[src/rtl/marsohod2_wb_gpio.sv]
// -----------------------------------------------------------------------------
// marsohod2_wb_gpio
// Wishbone B3 classic slave driving the marsohod2 LEDs and the IO[7:0] header,
// sampling IO inputs and the KEY1 button (synchronised, debounced), latching
// sticky edge events and raising a level interrupt.
//
// Ports
//   wb_clk_i, wb_rst_n_i        bus clock, asynchronous active-low reset
//   wb_adr_i/dat_i/sel_i/we_i   Wishbone request (only adr[4:2] decoded)
//   wb_cyc_i, wb_stb_i          Wishbone cycle / strobe
//   wb_dat_o, wb_ack_o          registered read data and acknowledge
//   led_o                       LED drive, active high
//   io_o, io_oe_o               IO output data and per-bit output enable
//   io_i                        IO pad input (asynchronous)
//   key_n_i                     KEY1 pad, low = pressed (asynchronous)
//   irq_o                       level interrupt, active high
//
// Register map (adr[4:2]):
//   0 LED_OUT[3:0] rw   1 IO_OUT[7:0] rw   2 IO_OE[7:0] rw   3 IO_IN[7:0] ro
//   4 KEY[0] ro         5 EDGE rw1c ([0] key press, [15:8] IO rising edges)
//   6 IRQ_EN rw (EDGE layout)               7 reads 0, writes ignored
// -----------------------------------------------------------------------------
module marsohod2_wb_gpio #(
  parameter int unsigned DEBOUNCE_CYCLES = 240000,
  parameter logic [3:0]  LED_RESET       = 4'h0
) (
  input  logic        wb_clk_i,
  input  logic        wb_rst_n_i,
  input  logic [31:0] wb_adr_i,
  input  logic [31:0] wb_dat_i,
  input  logic [3:0]  wb_sel_i,
  input  logic        wb_we_i,
  input  logic        wb_cyc_i,
  input  logic        wb_stb_i,
  output logic [31:0] wb_dat_o,
  output logic        wb_ack_o,
  output logic [3:0]  led_o,
  output logic [7:0]  io_o,
  output logic [7:0]  io_oe_o,
  input  logic [7:0]  io_i,
  input  logic        key_n_i,
  output logic        irq_o
);

  localparam int unsigned CW = $clog2(DEBOUNCE_CYCLES);
  localparam logic [CW-1:0] CNT_MAX = CW'(DEBOUNCE_CYCLES - 1);

  typedef enum logic [2:0] {
    REG_LED    = 3'd0,
    REG_IO_OUT = 3'd1,
    REG_IO_OE  = 3'd2,
    REG_IO_IN  = 3'd3,
    REG_KEY    = 3'd4,
    REG_EDGE   = 3'd5,
    REG_IRQ_EN = 3'd6,
    REG_NONE   = 3'd7
  } reg_e;

  // Bus side state
  logic        ack_q;
  logic [31:0] dat_q;
  logic [3:0]  led_q,   led_d;
  logic [7:0]  io_out_q, io_out_d;
  logic [7:0]  io_oe_q,  io_oe_d;
  logic        irq_en_key_q, irq_en_key_d;
  logic [7:0]  irq_en_io_q,  irq_en_io_d;
  logic        key_edge_q,   key_edge_d;
  logic [7:0]  io_edge_q,    io_edge_d;
  logic        irq_q;

  // Input side state
  logic [7:0]  io_s1_q, io_s2_q, io_prev_q;
  logic        key_s1_q, key_s2_q;
  logic        key_deb_q, key_deb_d;     // 1 = debounced pressed
  logic [CW-1:0] cnt_q, cnt_d;
  logic        key_press_evt;

  reg_e        reg_sel;
  logic        xfer_start;
  logic        wr;
  logic [31:0] rdata;
  logic [7:0]  io_rise;
  logic        key_clr;
  logic [7:0]  io_clr;

  assign reg_sel    = reg_e'(wb_adr_i[4:2]);
  // A new transfer is accepted on any cycle the previous one is not being acked;
  // the write commits on the same edge that raises ack.
  assign xfer_start = wb_cyc_i & wb_stb_i & ~ack_q;
  assign wr         = xfer_start & wb_we_i;

  always_comb begin
    rdata = '0;
    case (reg_sel)
      REG_LED:    rdata[3:0]  = led_q;
      REG_IO_OUT: rdata[7:0]  = io_out_q;
      REG_IO_OE:  rdata[7:0]  = io_oe_q;
      REG_IO_IN:  rdata[7:0]  = io_s2_q;
      REG_KEY:    rdata[0]    = key_deb_q;
      REG_EDGE: begin
        rdata[0]    = key_edge_q;
        rdata[15:8] = io_edge_q;
      end
      REG_IRQ_EN: begin
        rdata[0]    = irq_en_key_q;
        rdata[15:8] = irq_en_io_q;
      end
      default:    rdata = '0;
    endcase
  end

  always_comb begin
    led_d        = led_q;
    io_out_d     = io_out_q;
    io_oe_d      = io_oe_q;
    irq_en_key_d = irq_en_key_q;
    irq_en_io_d  = irq_en_io_q;
    if (wr) begin
      case (reg_sel)
        REG_LED:    if (wb_sel_i[0]) led_d    = wb_dat_i[3:0];
        REG_IO_OUT: if (wb_sel_i[0]) io_out_d = wb_dat_i[7:0];
        REG_IO_OE:  if (wb_sel_i[0]) io_oe_d  = wb_dat_i[7:0];
        REG_IRQ_EN: begin
          if (wb_sel_i[0]) irq_en_key_d = wb_dat_i[0];
          if (wb_sel_i[1]) irq_en_io_d  = wb_dat_i[15:8];
        end
        default: ;
      endcase
    end
  end

  // Debounce: count consecutive cycles the synced key disagrees with the
  // debounced level; flip only after DEBOUNCE_CYCLES disagreeing cycles.
  always_comb begin
    key_deb_d     = key_deb_q;
    cnt_d         = '0;
    key_press_evt = 1'b0;
    if (~key_s2_q != key_deb_q) begin
      if (cnt_q == CNT_MAX) begin
        key_deb_d     = ~key_deb_q;
        key_press_evt = ~key_deb_q;
      end else begin
        cnt_d = cnt_q + 1'b1;
      end
    end
  end

  // Sticky edges: a set arriving in the clearing cycle wins over the clear.
  assign io_rise = io_s2_q & ~io_prev_q;
  assign key_clr = wr & (reg_sel == REG_EDGE) & wb_sel_i[0] & wb_dat_i[0];
  assign io_clr  = {8{wr & (reg_sel == REG_EDGE) & wb_sel_i[1]}} & wb_dat_i[15:8];

  always_comb begin
    key_edge_d = (key_edge_q & ~key_clr) | key_press_evt;
    io_edge_d  = (io_edge_q & ~io_clr) | io_rise;
  end

  always_ff @(posedge wb_clk_i or negedge wb_rst_n_i) begin
    if (!wb_rst_n_i) begin
      ack_q        <= 1'b0;
      dat_q        <= '0;
      led_q        <= LED_RESET;
      io_out_q     <= '0;
      io_oe_q      <= '0;
      irq_en_key_q <= 1'b0;
      irq_en_io_q  <= '0;
      key_edge_q   <= 1'b0;
      io_edge_q    <= '0;
      irq_q        <= 1'b0;
      io_s1_q      <= '0;
      io_s2_q      <= '0;
      io_prev_q    <= '0;
      key_s1_q     <= 1'b1;
      key_s2_q     <= 1'b1;
      key_deb_q    <= 1'b0;
      cnt_q        <= '0;
    end else begin
      ack_q        <= xfer_start;
      dat_q        <= xfer_start ? rdata : '0;
      led_q        <= led_d;
      io_out_q     <= io_out_d;
      io_oe_q      <= io_oe_d;
      irq_en_key_q <= irq_en_key_d;
      irq_en_io_q  <= irq_en_io_d;
      key_edge_q   <= key_edge_d;
      io_edge_q    <= io_edge_d;
      irq_q        <= |({io_edge_q, key_edge_q} & {irq_en_io_q, irq_en_key_q});
      io_s1_q      <= io_i;
      io_s2_q      <= io_s1_q;
      io_prev_q    <= io_s2_q;
      key_s1_q     <= key_n_i;
      key_s2_q     <= key_s1_q;
      key_deb_q    <= key_deb_d;
      cnt_q        <= cnt_d;
    end
  end

  assign wb_ack_o = ack_q;
  assign wb_dat_o = dat_q;
  assign led_o    = led_q;
  assign io_o     = io_out_q;
  assign io_oe_o  = io_oe_q;
  assign irq_o    = irq_q;

  logic unused_bits;
  assign unused_bits = ^{wb_adr_i[31:5], wb_adr_i[1:0], wb_dat_i[31:16], wb_sel_i[3:2]};

endmodule

[config.mk]
export PLATFORM = sky130hd
export DESIGN_NAME = marsohod2_wb_gpio
export DESIGN_NICKNAME = d
export VERILOG_FILES = /design/src/rtl/marsohod2_wb_gpio.sv
export SDC_FILE = /design/constraint.sdc
export NUM_CORES = 1
export LEC_CHECK = 0
export CORE_MARGIN = 2
export CORE_UTILIZATION = 25
export DETAILED_ROUTE_END_ITERATION = 10
export GPL_ROUTABILITY_DRIVEN = 0
export PLACE_DENSITY = 0.53
export SETUP_SLACK_MARGIN = 0.3
export SLEW_MARGIN = 20
export SYNTH_ARGS = -nofsm -noshare
export SYNTH_HDL_FRONTEND = slang
export SYNTH_SLANG_ARGS = --single-unit
[constraint.sdc]
create_clock -name wb_clk_i -period 2.15 [get_ports wb_clk_i]
set_input_delay 0.5375 -clock wb_clk_i [delete_from_list [all_inputs] [get_ports wb_clk_i]]
set_output_delay 0.5375 -clock wb_clk_i [all_outputs]
set_load 0.01 [all_outputs]
==> run_results.csv, run 1 <==
group,metric,value,unit
clocking,clock_path_buffers,2,
pwr,intPower,3.35,mW
pwr,comb_power_share,11.7,%
synthesis,ys_seq_area_share,60.4,%
synthesis,yosys_warnings,0,
sta,setup_viol_count_final,0,
finish,mostFrequentLayoutCells,"dfrtp_1, clkdlybuf4s50_1, nor2_1",
setup_path,end_kind,"output pin",
sta,period_minus_slack,1.80,ns
die,die_h,133,µm
grt,grt_overflow_total,0,
synthesis,synth_top_flop_cell,"dfrtp_1",
grt,grt_pass1_wl,16.4,mm
setup_path,cp.arrival,1.26,ns
finish,final_nets,519,
pwr,p_sw,1.00,mW
setup_path,worstPathRequired,1.61,ns
pwr,p_sw_share,23.0,%
clocking,cts.clk_slew.worst_paths,0.07,ns
finish,drive_gt1_share,22.2,%
pwr,clockPowerShare,40.3,%
route,drt_iter0_drc,118,
clocking,cts.sink_count,101,
die,num_rows,47,
hold_path,holdCritPathClass,"in -> async",
setup_path,cp_max_fo,1,
pwr,leakagePower,2.78,nW
synthesis,synthCells,324,
pwr,powerDensity,755,nW/µm²
route,totalWireLength,9.98,mm
setup_path,cp.buffers_inverters,1,
clocking,clk_latency,0.34,ns
route,route.detailed.drc,0,
synthesis,syn-cell-area,4190,µm²
route,drtPass1Iterations,4,
finish,fin_util,35.0,%
pwr,seq_power_share,48.1,%
flow_run,max_cap_viol_count,0,
clocking,cts_tree,"built",
synthesis,synth_edf_count,0,
synthesis,synth.avg_cell_area,12.9,µm²
sta,clock.fmax,0.556,GHz
route,vias_per_cell,4.25,
setup_path,critPathTopFamily,"buffers and inverters",
place,dpl.cell_count,641,
pwr,ir_drop,405,µV
synthesis,synth_cell_type_count,50,
finish,final_common_cell,"dfrtp_1",
clocking,root_buffer,"clkbuf_16",
grt,grt_usage,11.9,%
clocking,htree_levels,3,
grt,grt_pass1_vias,2995,
sta,slew_viol_final,0,
die,coreArea,16500,µm²
finish,antenna_cells,0,
synthesis,synth.ff_latch_count,101,
place,port_buffers,72,
place,hpwl,7.50,mm
pwr,total_power,4.35,mW
route,wl_per_cell,15.1,µm
setup_path,critPathKind,"reg -> out",
die,top_level_ports,136,
die,die_area,17800,µm²
synthesis,async_flop_share,100,%
finish,instances_no_fill,661,
setup_path,cp_slowest_stage_delay,0.54,ns
sta,rsz0062_at_grt,"false",
status,outcome,"finished, final reports clean",
sta,whs,0.160,ns
route,ant_nets,0,
finish,syn_to_final_growth,37.7,%
sta,finalCritPeriodShare,83.7,%
route,dr_total_vias,2807,
grt,grt_max_degree,42,
grt,antenna_found_initial,0,
setup_path,cp-start-kind,"flip-flop",
die,chipWidth,133,µm
sta,skew,0.00722,ns
sta,finalHoldViolCount,0,
die,initial_core_util,25.4,%
setup_path,slowest_stage,"clkdlybuf4s50_1",
clocking,cts_buffers,9,
setup_path,path_cells,"clkdlybuf4s50_1",
-- timing repair --
action,in CTS,in global routing
hold buffers,0,0
buffers inserted,3,1
pin swaps,2,2
resized for setup,8,17
endpoints found under the setup margin,36,50
-- cells in the mapped netlist (all sizes together), types with 2 or more instances --
master / count / area, µm²
a21oi: 5 / 25.0
a22o: 9 / 78.8
a22oi: 9 / 67.6
buf: 21 / 148
dfrtp: 99 / 2480
dfstp: 2 / 52.6
inv: 13 / 48.8
mux2: 29 / 327
mux2i: 9 / 90.1
mux4: 2 / 45.0
nand2: 15 / 56.3
nand2b: 2 / 12.5
nand3: 9 / 57.6
nand4: 5 / 46.3
nor2: 35 / 131
nor2b: 3 / 18.8
nor3: 9 / 83.8
nor4: 6 / 58.8
o21ai: 5 / 36.3
o22a: 2 / 17.5
or2: 3 / 21.3
xnor2: 13 / 114
xor2: 2 / 17.5
-- routing by layer --
metal	wire, µm	up-vias	track usage (%)
met5	0	-	0
met4	147	0	3.43
met3	438	13	3.31
met2	4750	84	18.8
met1	4650	1386	16.0
li1	-	1324	-
-- stage by stage --
stage	worst slack, ns	TNS [ns]	instance area [µm²]
after CTS	0.301	0	5700
after detailed placement	-0.237	-4.60	5350
after global routing	0.301	0	5760
after floorplan	0.355	0	4240
after global placement	-0.218	-4.31	5350
final	0.351	0	5760
-- registers in the layout, summed over array words and instances, names as in the netlist, 4 cells and up --
signal       flops
io_s1_q          8
irq_en_io_q      8
io_o             8
io_s2_q          8
io_edge_q        8
wb_dat_o        16
led_o            4
io_oe_o          8
cnt_q           18
io_prev_q        8
-- cell families after synthesis --
| family | after synthesis | synth area share (%) |
|---|---|---|
| AO/OA/AOI/OAI | 37 | 6.82 |
| XOR/XNOR | 15 | 3.14 |
| adder cells (fa/ha/maj) | 1 | 0.299 |
| buffers and inverters | 35 | 4.78 |
| flip-flops | 101 | 60.4 |
| multiplexers | 40 | 11.0 |
| other | 1 | 0.0896 |
| AND/OR/NAND/NOR | 94 | 13.4 |
-- final timing paths --
check	start	endpoint	slack (ns)	cells past startpoint
worst min register to register	io_s1_q[2]	io_s2_q[2]	0.35	0
worst min-delay path	wb_rst_n_i	io_s1_q[3]	0.16	1
min in group wb_clk_i	io_s1_q[2]	io_s2_q[2]	0.35	0
worst max-delay path	wb_dat_o[2]	wb_dat_o[2]	0.35	1
worst max register to register	cnt_q[0]	cnt_q[1]	0.45	5
max in group asynchronous	wb_rst_n_i	io_s1_q[1]	1.41	2
-- area by class of cell --
cell class              instances  area, µm²
clock buffers                  11        243
clock inverters                 5       82.6
fillers                      1633      10700
inverters                      13       48.8
multi-input cells             203       1510
flip-flops and latches        101       2530
well taps                     220        275
repair buffers                108       1070
-- power groups by stage --
stage	registers [mW]	clock network, mW	logic, mW
2_1_floorplan	2.13	0	0.207
3_3_place_gp	2.13	0	0.511
3_5_place_dp	2.13	0	0.517
4_1_cts	2.10	1.81	0.524
5_1_grt	2.11	1.89	0.554
6_report	2.09	1.75	0.508
No activity file was read; power rests on OpenSTA's default activity.
==> run 2, diff against run 1 <==
==> constraint.sdc (replaced) <==
create_clock -name wb_clk_i -period 1.76 [get_ports wb_clk_i]
set_input_delay 0.44 -clock wb_clk_i [delete_from_list [all_inputs] [get_ports wb_clk_i]]
set_output_delay 0.44 -clock wb_clk_i [all_outputs]
set_load 0.01 [all_outputs]
==> run 2 against run 1 <==
  * Cell count is 3.8% higher
  * Die area stayed put
  * Largest power group unchanged
  * Highest routed layer unchanged
  * Non-clock buffer count is 25 higher
  * Cell area is 5.2% higher
  * First-iteration DRC count is 5.9% higher
==> run_results.csv, run 2 (synthesis gave the netlist of run 1 again) <==
group,metric,value,unit
die,die_h,133,µm
sta,slew_viol_final,0,
sta,clock.fmax,0.614,GHz
die,initial_core_util,25.4,%
pwr,seq_power_share,49.4,%
setup_path,slowest_stage,"dfrtp_1",
grt,grt_pass1_wl,17.2,mm
clocking,cts.clk_slew.worst_paths,0.07,ns
pwr,intPower,3.89,mW
finish,largest_register_ffs,18,
finish,fill_cells,1622,
clocking,htree_levels,3,
place,hpwl,7.23,mm
setup_path,cp.arrival,1.85,ns
pwr,powerDensity,854,nW/µm²
status,outcome,"finished, final reports clean",
grt,grt_max_degree,37,
setup_path,rr_worst_depth,5,
die,num_rows,47,
finish,mostFrequentLayoutCells,"dfrtp_1, buf_4, nor2_1",
finish,top_register,"cnt_q",
finish,final_nets,544,
setup_path,cp-start-kind,"flip-flop",
grt,grt_pass1_vias,3190,
flow_run,max_cap_viol_count,0,
die,die_area,17800,µm²
pwr,p_sw,1.29,mW
grt,grt_usage,12.4,%
finish,drive_gt1_share,31.5,%
setup_path,cp_max_fo,5,
die,top_level_ports,136,
clocking,cts.sink_count,101,
sta,skew,0.00579,ns
sta,finalHoldViolCount,0,
route,drtPass1Iterations,6,
route,dr_total_vias,2954,
setup_path,end_kind,"flip-flop",
clocking,clk_latency,0.34,ns
grt,grt_overflow_total,0,
place,pre_cts_slack,-0.409,ns
setup_path,cp_slowest_stage_delay,0.39,ns
route,drt_iter0_drc,125,
grt,antenna_found_initial,0,
setup_path,rr_endpoint,"io_o[3]",
setup_path,worstReg2RegStart,"wb_ack_o",
finish,final_common_cell,"dfrtp_1",
pwr,ir_drop,471,µV
pwr,leakagePower,2.79,nW
finish,syn_to_final_growth,44.8,%
route,ant_nets,0,
route,totalWireLength,10.3,mm
sta,rsz0062_at_grt,"true",
pwr,comb_power_share,14.3,%
route,vias_per_cell,4.31,
setup_path,critPathKind,"reg -> reg",
route,route.detailed.drc,0,
sta,setup_viol_count_final,0,
setup_path,worstPathRequired,1.98,ns
die,coreArea,16500,µm²
route,wl_per_cell,15.1,µm
hold_path,holdCritPathClass,"in -> async",
clocking,clock_path_buffers,2,
pwr,clockPowerShare,36.3,%
clocking,cts_buffers,9,
clocking,cts_tree,"built",
setup_path,reg2reg_setup_slack,0.13,ns
clocking,cts_hold_buf,0,
finish,antenna_cells,0,
setup_path,path_cells,"and3b_2, nand3_4, nor3_4, buf_6, mux2_4",
sta,finalCritPeriodShare,92.6,%
sta,period_minus_slack,1.63,ns
pwr,p_sw_share,24.8,%
sta,final.setup.worst_slack,0.131,ns
die,chipWidth,133,µm
place,port_buffers,72,
clocking,root_buffer,"clkbuf_16",
sta,fin_tns_setup,0,ns
[run 2: cell count changes in the layout (fill, tap and decap cells not counted), sizes merged]
cell,previous run,this run
clkdlybuf4s50,49,27
dlymetal6s2s,17,0
bufinv,2,0
clkinvlp,0,1
clkdlybuf4s15,0,23
dlygate4sd2,5,15
buf,37,63
clkbuf,11,15
clkinv,2,4
[run 2: repair_timing]
item                                    4_1_cts  5_1_grt
endpoints found under the setup margin      105       69
pin swaps                                    14       10
buffers inserted                             29        4
resized for setup                           104       26
[run 2: layer usage]
layer | vias to the layer above | routed length, µm | GRT usage (%)
met5 | - | 0 | 0
met4 | 0 | 165 | 3.49
met3 | 13 | 401 | 3.16
met2 | 79 | 4910 | 19.3
met1 | 1485 | 4850 | 17.2
li1 | 1377 | - | -
[run 2: worst max-delay path by stage]
stage,to,startpoint
2_1_floorplan,io_o[0],wb_ack_o
3_3_place_gp,io_o[3],wb_adr_i[2]
3_5_place_dp,io_edge_q[3],wb_adr_i[2]
4_1_cts,io_oe_o[3],wb_ack_o
5_1_grt,irq_en_key_q,wb_ack_o
6_report,io_o[3],wb_ack_o
[run 2: through the flow]
step / cells / utilization, % / area, µm² / power (mW) / hold WS (ns)
floorplan: 339 / - / 4290 / 2.88 / 0.144
global placement: 637 / 32.6 / 5370 / 3.24 / 0.335
detailed placement: 637 / 32.6 / 5370 / 3.25 / 0.335
CTS: 682 / 36.4 / 6000 / 5.23 / 0.0612
global route: 686 / 36.8 / 6060 / 5.44 / 0.0755
finish: 686 / 36.8 / 6060 / 5.17 / 0.0503
[run 2: layout make-up]
| cell class | count | area, µm² | area share [%] |
|---|---|---|---|
| Sequential cell | 101 | 2530 | 41.8 |
| Clock buffer | 10 | 239 | 3.94 |
| Timing Repair Buffer | 133 | 1220 | 20.1 |
| Multi-Input combinational cell | 203 | 1700 | 28.1 |
| Inverter | 13 | 48.8 | 0.805 |
| Tap cell | 220 | 275 | 4.54 |
| Clock inverter | 6 | 47.5 | 0.784 |
[run 2: power groups by stage]
stage / combinational, mW / clock (mW) / sequential (mW)
final: 0.738 / 1.88 / 2.56
after global routing: 0.811 / 2.06 / 2.57
after CTS: 0.733 / 1.94 / 2.56
after detailed placement: 0.639 / 0 / 2.61
after global placement: 0.635 / 0 / 2.60
after floorplan: 0.270 / 0 / 2.61
[run 2: worst max-delay path: cells and delay by family, from the launching register on]
kind,cells,cell delay [ns]
mux,1,0.30
simple gates,3,0.65
buf+inv,1,0.17
flops,1,0.39
